File: src/rtl/dsp_stim_drv.sv
// dsp_stim_drv: serial-loaded 128-bit stimulus bus and windowed dout counter.
// Optional macro DSP_STIM_LFSR_EN: din runs as a 128-bit LFSR during OBSERVE.
module dsp_stim_drv #(
    parameter int unsigned SETTLE = 4,
    parameter int unsigned WINDOW = 256,
    parameter int unsigned CW     = 9
) (
    input  logic          clk,
    input  logic          rst,
    input  logic          sdi,
    input  logic          sen,
    input  logic          sload,
    output logic [127:0]  din,
    input  logic          dout,
    output logic          busy,
    output logic          done,
    output logic [CW-1:0] cnt,
    output logic          ovr
);

    typedef enum logic [1:0] {
        S_IDLE,
        S_SETTLE,
        S_OBSERVE,
        S_DONE
    } state_t;

    localparam logic [7:0]  SET_LAST = 8'(SETTLE - 1);
    localparam logic [15:0] WIN_LAST = 16'(WINDOW - 1);

    state_t        state_q;
    logic [127:0]  shreg_q;
    logic [127:0]  shreg_d;
    logic [127:0]  din_q;
    logic [7:0]    set_q;
    logic [15:0]   smp_q;
    logic [CW-1:0] acc_q;
    logic [CW-1:0] acc_d;
    logic [CW-1:0] cnt_q;
    logic          busy_q;
    logic          done_q;
    logic          ovr_q;

    // Next shift-register value: MSB-first serial entry at bit 0.
    always_comb begin
        shreg_d = shreg_q;
        if (sen) begin
            shreg_d = {shreg_q[126:0], sdi};
        end
    end

    // Saturating accumulate of the current dout sample.
    always_comb begin
        acc_d = acc_q;
        if (dout && (acc_q != {CW{1'b1}})) begin
            acc_d = acc_q + CW'(1);
        end
    end

`ifdef DSP_STIM_LFSR_EN
    logic fb;

    // Fibonacci feedback taps of the free-running stimulus pattern.
    always_comb begin
        fb = din_q[127] ^ din_q[125] ^ din_q[100] ^ din_q[98];
    end
`endif

    // Shift register runs independently of the run state.
    always_ff @(posedge clk) begin
        if (rst) begin
            shreg_q <= '0;
        end else begin
            shreg_q <= shreg_d;
        end
    end

    // Run controller: load, settle, observe window, report.
    always_ff @(posedge clk) begin
        if (rst) begin
            state_q <= S_IDLE;
            din_q   <= '0;
            set_q   <= '0;
            smp_q   <= '0;
            acc_q   <= '0;
            cnt_q   <= '0;
            busy_q  <= 1'b0;
            done_q  <= 1'b0;
            ovr_q   <= 1'b0;
        end else begin
            done_q <= 1'b0;
            unique case (state_q)
                S_IDLE: begin
                    if (sload) begin
                        din_q   <= shreg_q;
                        set_q   <= '0;
                        busy_q  <= 1'b1;
                        state_q <= S_SETTLE;
                    end
                end
                S_SETTLE: begin
                    if (sload) begin
                        ovr_q <= 1'b1;
                    end
                    if (set_q == SET_LAST) begin
                        smp_q   <= '0;
                        acc_q   <= '0;
                        state_q <= S_OBSERVE;
                    end else begin
                        set_q <= set_q + 8'd1;
                    end
                end
                S_OBSERVE: begin
                    if (sload) begin
                        ovr_q <= 1'b1;
                    end
`ifdef DSP_STIM_LFSR_EN
                    din_q <= {din_q[126:0], fb};
`endif
                    acc_q <= acc_d;
                    if (smp_q == WIN_LAST) begin
                        cnt_q   <= acc_d;
                        done_q  <= 1'b1;
                        busy_q  <= 1'b0;
                        state_q <= S_DONE;
                    end else begin
                        smp_q <= smp_q + 16'd1;
                    end
                end
                S_DONE: begin
                    if (sload) begin
                        ovr_q <= 1'b1;
                    end
                    state_q <= S_IDLE;
                end
                default: begin
                    state_q <= S_IDLE;
                end
            endcase
        end
    end

    assign din  = din_q;
    assign busy = busy_q;
    assign done = done_q;
    assign cnt  = cnt_q;
    assign ovr  = ovr_q;

endmodule

File: config.mk
export PLATFORM = sky130hd
export DESIGN_NAME = dsp_stim_drv
export DESIGN_NICKNAME = d
export VERILOG_FILES = /design/src/rtl/dsp_stim_drv.sv
export SDC_FILE = /design/constraint.sdc
export NUM_CORES = 1
export LEC_CHECK = 0
export ABC_AREA = 1
export BUFFER_PORTS_ARGS = -buffer_cell sky130_fd_sc_hd__buf_2
export CAP_MARGIN = 25
export CELL_PAD_IN_SITES_DETAIL_PLACEMENT = 1
export CELL_PAD_IN_SITES_GLOBAL_PLACEMENT = 1
export CORE_MARGIN = 8
export CORE_UTILIZATION = 42
export CTS_CLUSTER_DIAMETER = 30
export DETAILED_ROUTE_END_ITERATION = 10
export PLACE_DENSITY = 0.87
export SETUP_SLACK_MARGIN = 0.3
export SKIP_CTS_REPAIR_TIMING = 1
export SLEW_MARGIN = 5
export SYNTH_ARGS = -nofsm -noshare
export SYNTH_HDL_FRONTEND = slang
export SYNTH_SLANG_ARGS = --single-unit
File: constraint.sdc
create_clock -name clk -period 2.1 [get_ports clk]
set_input_delay 0.105 -clock clk [delete_from_list [all_inputs] [get_ports clk]]
set_output_delay 0.105 -clock clk [all_outputs]
set_load 0.02 [all_outputs]
After elaboration in Yosys (flattened, before gate mapping)
Index checks and enable logic that the tools add are counted.
{"block": "totals", "ff_bits": 303, "ram_bits": 0, "latch_bits": 0, "out_inout_bits": 140, "in_bits": 6, "mem_count": 0, "word_cells": 57, "mem_bits_ro": 0}
{"block": "op_classes", "eq_ne": 11, "bitwise": 1, "shift": 0, "n_mul": 0, "add_sub_neg": 3, "n_div": 0, "n_reduce_logical": 15, "order_cmp": 0, "muxes": 17}
{"op": "16-bit 2-to-1 mux", "count": 2}
{"op": "16-bit one-hot mux with 2 select lines", "count": 1}
{"op": "9-bit 2-to-1 mux", "count": 2}
{"op": "9-bit one-hot mux with 2 select lines", "count": 1}
{"op": "16-bit by 1-bit adder with 16-bit output (second input constant)", "count": 1}
{"op": "16-bit by 8-bit equality test with 1-bit output (second input constant)", "count": 1}
{"op": "8-bit 2-to-1 mux", "count": 2}
{"op": "8-bit one-hot mux with 2 select lines", "count": 1}
{"op": "3-bit AND reduction", "count": 4}
{"op": "2-bit != test (second input constant)", "count": 5}
{"op": "9-bit by 1-bit adder with 9-bit output (second input constant)", "count": 1}
{"op": "9-bit != test (second input constant)", "count": 1}
{"op": "8-bit by 1-bit adder with 8-bit output (second input constant)", "count": 1}
{"op": "8-bit by 2-bit equality test with 1-bit output (second input constant)", "count": 1}
{"op": "2-bit one-hot mux with 4 select lines", "count": 1}
{"op": "2-bit AND reduction", "count": 4}
{"op": "2-bit 2-to-1 mux", "count": 3}
{"op": "2-bit nonzero test", "count": 3}
{"op": "2-bit equality test (second input constant)", "count": 2}
{"op": "1-bit 2-to-1 mux", "count": 3}
{"op": "3-bit OR reduction", "count": 1}
{"op": "2-bit by 1-bit equality test with 1-bit output (second input constant)", "count": 1}
{"op": "2-bit logical NOT", "count": 1}
{"op": "1-bit one-hot mux with 2 select lines", "count": 1}
{"op": "other kinds (3)", "count": 3}

Longest topological paths before layout
Gate-level depths: netlist of run 1.
{"block": "logic_depth", "word_depth": 4, "mapped_depth": 12, "mapped_depth_nobuf": 12}

Worst setup path before layout of run 1
No wires, ideal clock.
{"block": "synth_timing", "path_type": "register to register", "startpoint": "register acc_q[0]", "endpoint": "register cnt_q[7], in the netlist cnt[7]", "t_arrival_ns": 1.588, "synth_period_minus_slack_ns": 1.705, "stages_incl_launch_ff": 11, "required_time_ns": 1.983, "n_path_buf": 0, "slack_ns": 0.395, "setup_ns": 0.117, "cell_sequence": "dfxtp_1 ha_1 nand3_1 nor3_1 ha_1 nor2_2 nand3_1 nor2_1 nand3_1 a21oi_1 nor2_1"}
{"block": "synth_via", "elab_chain_cells": 3, "word_cells_on_any_way": 4, "cone_classes": "1 x add/sub; 1 x eq/ne; 1 x mux; 1 x reduce/logical"}
{"element": "start: declaration", "line_no": "37", "text": "logic [CW-1:0] acc_q;"}
{"element": "start signal: assignment", "line_no": "85", "text": "acc_q <= '0;"}
{"element": "start signal: assignment", "line_no": "107", "text": "acc_q <= '0;"}
{"element": "start signal: assignment", "line_no": "120", "text": "acc_q <= acc_d;"}
{"element": "branches (longest 2 deep; another with 9-bit by 1-bit adder with 9-bit output)"}
{"element": "9-bit 2-to-1 mux (*)", "line_no": "55", "text": "if (dout && (acc_q != {CW{1'b1}})) begin"}
{"element": "end signal: assignment", "line_no": "86", "text": "cnt_q <= '0;"}
{"element": "end signal: assignment", "line_no": "122", "text": "cnt_q <= acc_d;"}
{"element": "end: declaration", "line_no": "39", "text": "logic [CW-1:0] cnt_q;"}
Mark *: on every way between the ends.
A chain may end at the register's enable or synchronous reset.

Final worst setup path of run 1
{"block": "layout_timing", "startpoint": "register acc_q[2]", "endpoint": "register acc_q[6]"}
{"block": "layout_via", "elab_chain_cells": 4, "word_cells_on_any_way": 5, "cone_classes": "1 x add/sub; 1 x eq/ne; 2 x mux; 1 x reduce/logical"}
{"element": "branches (longest 2 deep; another with 9-bit by 1-bit adder with 9-bit output)"}
{"element": "9-bit 2-to-1 mux (*)", "line_no": "55"}
{"element": "9-bit one-hot mux with 2 select lines (*)", "line_no": "92", "text": "unique case (state_q)"}
Marks and branches as above.

==> impl_metrics.toml, run 1 <==
[outcome]
status = "completed"

[detailed_routing]
antenna_left = 0
wirelength_um = 35100
post-route-drc-count = 0
firstDrtPassIters = 5
viasPerCell = 5.20
avgRoutedWirePerCell_um = 17.2
drt_iter0_markers = 508
vias = 10600

[setup_path]
crit_path_end_kind = "register"
arrival_ps = 2280
cp-start-kind = "register"
cp_max_fo = 5
r2r-end = "acc_q[6]"
reg2reg_depth = 10
critical_path_class = "reg2reg"
rr_startpoint = "acc_q[2]"
required_ps = 2610
reg2reg_setup_slack_ps = 320

[timing]
rsz0062_at_grt = "yes"
fin_skew_ps = 18.1
tightest_slew_ps = 549
relSlewSlack_pct = 63.4
hold_violations = 0
setup_viol = 0
fmax_mhz = 563
period_share_pct = 84.6
slew_viol_final = 0
timing.final.crit_period_ps = 1780
setup-tns-final_ps = 0

[power_and_ir_drop]
vdd_drop_max_mv = 0.959
cellPowerDensity_nw_per_um2 = 1470
p_leak_nw = 6.41

[floorplan]
die_h_um = 180
die_w_um = 180
core_area_sq_um = 26700
dieArea_sq_um = 32400
boundaryPins = 146
rows = 60
start_util_pct = 42.3

[logic_synthesis]
ys_seq_area_share_pct = 53.7
synth_area_sq_um = 11300
syn_avg_cell_area_sq_um = 7.48
syn_nets = 1526
synth.area.top_cells = "dfxtp_1, nor2_1, o21ai_0"
synthArstFlopShare_pct = 0
ys.flop_type = "dfxtp_1"
synth_edf_count = 0
synth_top_cells_by_count = "nor2_1, dfxtp_1, o21ai_0"
synth_top_area_cell = "dfxtp_1"
synth_seq_cells = 303
synth_most_common_cell = "nor2_1"
synth_cell_type_count = 31
synth_top_area_share_pct = 53.7
syn_inst = 1512
yosys_warnings = 0

[final_layout]
fin_nets = 1668
final.fill_count = 3236
design_area_sq_um = 14800
drive_above_1_share_pct = 19.9
antennaDiodeCount = 0
syn2layout_area_growth_pct = 30.8
seq_area_sq_um = 6080
multiInputGateArea_sq_um = 4830
instances_no_fill = 2044

[placement]
dpl.cell_count = 1921
placed_cell_area_sq_um = 12300
portBuffers = 145
dpl.hpwl_um = 19100
place_congestion = 0.780

[hold_path]
hold_start = "dout"
min_path_cells = 5
hold_end = "acc_q[0]"
hold_class = "in2reg"

[global_routing]
grt_overflow = 0
antenna_found_initial = 0
grt_usage_pct = 19.7
first_global_vias = 11000
grt_pass1_wl_um = 54300
grt_max_degree = 129

[clocking]
insertion_delay_ps = 580
htreeDepth = 2
clk_pin_slew_ps = 50
clockBufferDepth = 3
tritoncts = "built"
root_buffer = "clkbuf_16"
cts_sinks = 303
cts_made_buffers = 61

[flow_run]
drv_cap = 0
-- report_power, final --
group,total (mW),switching (mW),internal [mW]
Clock,9.96,3.20,6.76
Combinational,4.49,3.11,1.38
Sequential,7.27,0.598,6.67
Total,21.7,6.91,14.8
-- routing by layer --
metal,up-vias,GRT usage (%),share of wire (%)
met4,0,7.97,3.2
met2,245,36.3,51
met1,5170,21.6,41
met5,-,0,0
met3,86,4.29,4.2
li1,5128,-,-
-- flip-flops by register name (all words and copies together), names as in the netlist --
register / cells
cnt: 9
state_q: 2
ovr: 1
done: 1
smp_q: 16
din: 128
set_q: 8
acc_q: 9
shreg_q: 128
busy: 1
-- worst max path at each step --
stage,startpoint,endpoint,slack [ps]
2_1_floorplan,acc_q[0],cnt[7],390
4_1_cts,acc_q[0],cnt[7],140
5_1_grt,acc_q[2],acc_q[6],230
3_3_place_gp,acc_q[0],cnt[7],240
3_5_place_dp,acc_q[0],cnt[7],150
6_report,acc_q[2],acc_q[6],320
-- metrics by stage --
stage / hold WS [ps] / worst slack, ps / util (%) / total power [mW]
after detailed placement: 349 / 153 / 46.0 / 11.5
after global routing: 20.7 / 232 / 55.3 / 22.7
after global placement: 338 / 245 / 46.0 / 11.3
after CTS: -216 / 137 / 54.1 / 21.6
final: 7.04 / 322 / 55.3 / 21.7
after floorplan: 240 / 395 / - / 9.95
-- cell families after synthesis --
family / synth area share [%]
fa+ha+maj: 0.885
buf+inv: 5.18
flops: 53.7
compound gates: 13.7
xor+xnor: 0.697
simple gates: 25.9
-- critical path, cell delays in order (launching register included) --
cell and delay, ps:
dfxtp_2 370, nand2_2 100, nor2_4 140, nand3_2 80, nor3_2 180, ha_2 230, nor2_4 60, nand4_1 130
xor2_2 210, nand2_1 90, a21oi_2 110
-- final cells by class --
cell class | count | area share [%]
clock inverters | 29 | 2.86
repair buffers | 172 | 7.31
flip-flops and latches | 303 | 41.1
clock buffers | 83 | 11.8
inverters | 47 | 1.33
well taps | 341 | 2.89
multi-input cells | 1068 | 32.7
repair inverters | 1 | 0.0338
-- placed cells by master, fill, tap and decap left out, types with 4 or more instances in the layout --
cell type   Yosys  layout
o21ai_0       262     261
nor2_2          2       5
a21oi_1        29      24
nand2_2         2       5
o21ai_1         3       4
buf_4           0      15
buf_2          21     144
nor2_1        573     567
clkbuf_1       68       9
buf_12          0       5
nor2_4          1       4
dfxtp_2         0       8
dfxtp_1       303     293
bufinv_16       0       8
clkbuf_16       0      63
nand4_1         7       7
clkbuf_8        0      13
inv_1          45      40
ha_2            0       4
inv_6           0       4
clkinvlp_4      0      11
nand3_1        28      25
a21oi_2         7      12
clkinv_2        0       6
nand2_1       122     118
nand3_2         3       6
Note: power is estimated with default switching activity, not from simulation.
==> run 2: changes to the inputs <==
- clock period: 2.1 -> 1.8 ns (I/O delays scaled with it)
==> impl_metrics.toml, run 2 (synthesized netlist as in run 1, its figures left out) <==
[clocking]
tritoncts = "built"
htreeDepth = 3
cts_made_buffers = 66
insertion_delay_ps = 560
cts_sinks = 303
root_buffer = "clkbuf_16"
clk_pin_slew_ps = 50
clockBufferDepth = 3

[hold_path]
hold_end = "shreg_q[44]"
min_path_cells = 4
hold_start = "sen"
hold_class = "in2reg"

[detailed_routing]
avgRoutedWirePerCell_um = 19.1
firstDrtPassIters = 5
drt_iter0_markers = 579
antenna_left = 0
wirelength_um = 39700
post-route-drc-count = 0
viasPerCell = 5.30
vias = 11000

[setup_path]
rr_startpoint = "acc_q[2]"
arrival_ps = 2400
required_ps = 2260
cp-start-kind = "register"
crit_path_end_kind = "register"
critical_path_class = "reg2reg"
reg2reg_setup_slack_ps = -130
r2r-end = "cnt[2]"
cp_max_fo = 4
reg2reg_depth = 11

[final_layout]
fin_nets = 1701
final_cell_mix = "nor2_1, dfxtp_1, o21ai_0"
drive_above_1_share_pct = 24.9
utilization_pct = 58.4
layout_commonest_cell = "nor2_1"
syn2layout_area_growth_pct = 37.9
final.fill_count = 3184
antennaDiodeCount = 0

[flow_run]
drv_cap = 0

[timing]
timing.final.crit_period_ps = 1930
rsz0062_at_grt = "yes"
tightest_slew_ps = 497
hold_violations = 0
fin_skew_ps = 25.6
relSlewSlack_pct = 66.9
period_share_pct = 107
fmax_mhz = 517
slew_viol_final = 0
timing.final.ws_setup_ps = -133
setup_viol = 17

[floorplan]
boundaryPins = 146
core_area_sq_um = 26700
die_h_um = 180
die_w_um = 180
dieArea_sq_um = 32400
rows = 60
start_util_pct = 42.3

[global_routing]
grt_pass1_wl_um = 55000
first_global_vias = 11200
grt_overflow = 0
grt_usage_pct = 20.0
antenna_found_initial = 0
grt_max_degree = 129

[placement]
portBuffers = 145
dpl.hpwl_um = 19400
place_ws_ps = -3.25
place_congestion = 0.816

[power_and_ir_drop]
p_leak_nw = 6.75
cellPowerDensity_nw_per_um2 = 1730
vdd_drop_max_mv = 0.852

[outcome]
violations = "negative setup slack"
status = "finished with violations"
[run 2: changes by cell type in the layout (fill, tap and decap cells not counted), moves of 8 or more]
cell	previous run	this run
clkinv_2	6	15
nor2_1	567	557
nand2_1	118	100
buf_4	15	28
dfxtp_1	293	285
nor2_4	4	12
nand2_2	5	16
clkbuf_8	13	5
[run 2: power breakdown]
group / total (mW) / leakage, nW / switching [mW] / internal, mW
sequential: 8.53 / 2.50 / 0.739 / 7.79
clock: 12.5 / 1.13 / 4.12 / 8.39
combinational: 5.86 / 3.11 / 3.94 / 1.92
[run 2: per-layer routing]
metal	track usage [%]	vias to the layer above	routed length (um)
met1	21.5	5371	15600
met5	0	-	0
met2	37.1	324	20700
met3	4.46	117	1870
met4	8.47	0	1600
li1	-	5198	-
[run 2: worst max-delay path: stages, from the launching register on]
cell,delay [ps]
dfxtp_4,380
nand2_4,70
nor2_4,150
nand3_2,110
nor3_2,190
ha_2,240
nor2_4,80
nand2_4,90
buf_4,120
xnor2_2,120
nand2_1,90
a21oi_1,190
[run 2: cell type report]
cell class	instances	area (sq um)	area share (%)
clock buffers	77	1760	11.3
clock inverters	41	551	3.53
inverters	47	223	1.43
multi-input cells	1068	5130	32.9
flip-flops and latches	303	6110	39.2
well taps	341	427	2.74
repair buffers	200	1390	8.92
repair inverters	1	5.00	0.0321
[run 2: worst max-delay path by stage]
stage,start,end,slack [ps],cells past startpoint
2_1_floorplan,acc_q[0],cnt[7],260,10
3_3_place_gp,set_q[0],acc_q[7],130,8
3_5_place_dp,state_q[1],set_q[4],-3,9
4_1_cts,acc_q[2],acc_q[4],-120,11
5_1_grt,set_q[7],acc_q[2],-200,9
6_report,acc_q[2],cnt[2],-130,11
[run 2: per-stage QoR]
step	TNS [ps]	hold WS [ps]	cell area [sq um]	total power, mW	cells
floorplan	0	225	11400	11.6	1512
global placement	0	322	12400	13.2	1922
detailed placement	-3.25	357	12400	13.4	1922
CTS	-480	-209	14700	26.1	2040
global route	-2080	35.8	15600	28.0	2078
finish	-1020	14.8	15600	26.9	2078
==> run 3: changes to the inputs <==
- REMOVE_ABC_BUFFERS: unset -> 1
==> impl_metrics.toml, run 3 (synthesized netlist as in run 1, its figures left out) <==
[floorplan]
dieArea_sq_um = 32400
core_area_sq_um = 26700
rows = 60
start_util_pct = 42.3
die_w_um = 180
boundaryPins = 146
die_h_um = 180

[clocking]
clk_pin_slew_ps = 50
cts_sinks = 303
tritoncts = "built"
clockBufferDepth = 3
htreeDepth = 2
insertion_delay_ps = 580
root_buffer = "clkbuf_16"
cts_made_buffers = 60

[global_routing]
grt_usage_pct = 20.7
grt_overflow = 0
first_global_vias = 11500
antenna_found_initial = 0
grt_max_degree = 129
grt_pass1_wl_um = 57300

[setup_path]
crit_buf_inv = 2
crit_path_end_kind = "register"
rr_startpoint = "acc_q[3]"
cp_cell_sequence = "nand2_4, nor2_4, nand3_2, nor3_2, ha_2, buf_4, inv_2, nand2_4, xnor2_2, nand2_1, a21oi_1"
cp-start-kind = "register"
cp_max_fo = 3
cpMostUsedCell = "nand2_4"
reg2reg_depth = 11
required_ps = 2250
r2r-end = "cnt[0]"
arrival_ps = 2550
critical_path_class = "reg2reg"
critPathSlowestCell = "dfxtp_2"
max_stage_delay_ps = 370
reg2reg_setup_slack_ps = -300
critPathTopFamily = "simple AND/OR/NAND/NOR gates"

[power_and_ir_drop]
cellPowerDensity_nw_per_um2 = 1670
p_leak_nw = 6.63
vdd_drop_max_mv = 0.946
power_mw = 25.6

[hold_path]
hold_start = "rst"
hold_end = "state_q[1]"
min_path_cells = 4
hold_class = "in2reg"

[timing]
tightest_slew_ps = 526
slew_viol_final = 0
setup_viol = 12
timing.final.ws_setup_ps = -303
timing.final.crit_period_ps = 2100
rsz0062_at_grt = "yes"
period_share_pct = 117
fmax_mhz = 476
holdWs_ps = 25.6
hold_violations = 0
relSlewSlack_pct = 64.9
fin_skew_ps = 26.4

[detailed_routing]
viasPerCell = 5.28
avgRoutedWirePerCell_um = 18.3
vias = 10900
post-route-drc-count = 0
wirelength_um = 37900
antenna_left = 0
drt_iter0_markers = 651
firstDrtPassIters = 5

[placement]
dpl.hpwl_um = 19800
dpl.cell_count = 1931
portBuffers = 145
place_congestion = 0.833

[final_layout]
layout_commonest_cell = "nor2_1"
syn2layout_area_growth_pct = 35.8
instances_no_fill = 2070
final_cell_mix = "nor2_1, dfxtp_1, o21ai_0"
final.fill_count = 3219
drive_above_1_share_pct = 25.1
antennaDiodeCount = 0
fin_nets = 1692

[flow_run]
drv_cap = 0

[outcome]
violations = "negative setup slack"
status = "finished with violations"
run 3: through the flow:
| step | setup TNS, ps | utilization [%] | area, sq um | worst slack [ps] |
|---|---|---|---|---|
| 2_1_floorplan | -569440 | - | 10900 | -3090 |
| 3_3_place_gp | 0 | 46.5 | 12400 | 5.93 |
| 3_5_place_dp | -417 | 46.5 | 12400 | -144 |
| 4_1_cts | -810 | 54.5 | 14600 | -209 |
| 5_1_grt | -2280 | 57.5 | 15400 | -342 |
| 6_report | -926 | 57.5 | 15400 | -303 |
run 3: layout make-up:
type	count	area, sq um	share of cell area [%]
Inverter	47	199	1.30
Clock inverter	39	505	3.29
Timing Repair Buffer	200	1330	8.65
Tap cell	341	427	2.78
Sequential cell	303	6110	39.8
Clock buffer	74	1630	10.6
Multi-Input combinational cell	1066	5150	33.6
run 3: tightest hold or removal path, stage by stage:
cell and delay, ps:
buf_2 130, inv_6 150, nand2_1 130, nor2_1 30
run 3: layer usage:
metal | vias up | part of all wire [%] | global-route usage, %
met5 | - | 0 | 0
met4 | 0 | 3.3 | 7.24
met3 | 103 | 4.1 | 4.44
met2 | 274 | 51 | 37.4
met1 | 5379 | 41 | 23.9
li1 | 5173 | - | -
run 3: how the worst max path moves through the flow:
stage	to	depth (start not counted)	from
detailed placement	cnt[7]	10	acc_q[1]
floorplan	set_q[3]	6	state_q[0]
finish	cnt[0]	11	acc_q[3]
CTS	cnt[7]	10	acc_q[1]
global placement	cnt[7]	10	acc_q[0]
global route	cnt[0]	11	acc_q[3]
run 3: report_power, final:
| group | internal, mW | switching, mW |
|---|---|---|
| clock | 7.64 | 3.91 |
| combinational | 1.76 | 3.74 |
| sequential | 7.79 | 0.764 |
| total | 17.2 | 8.42 |
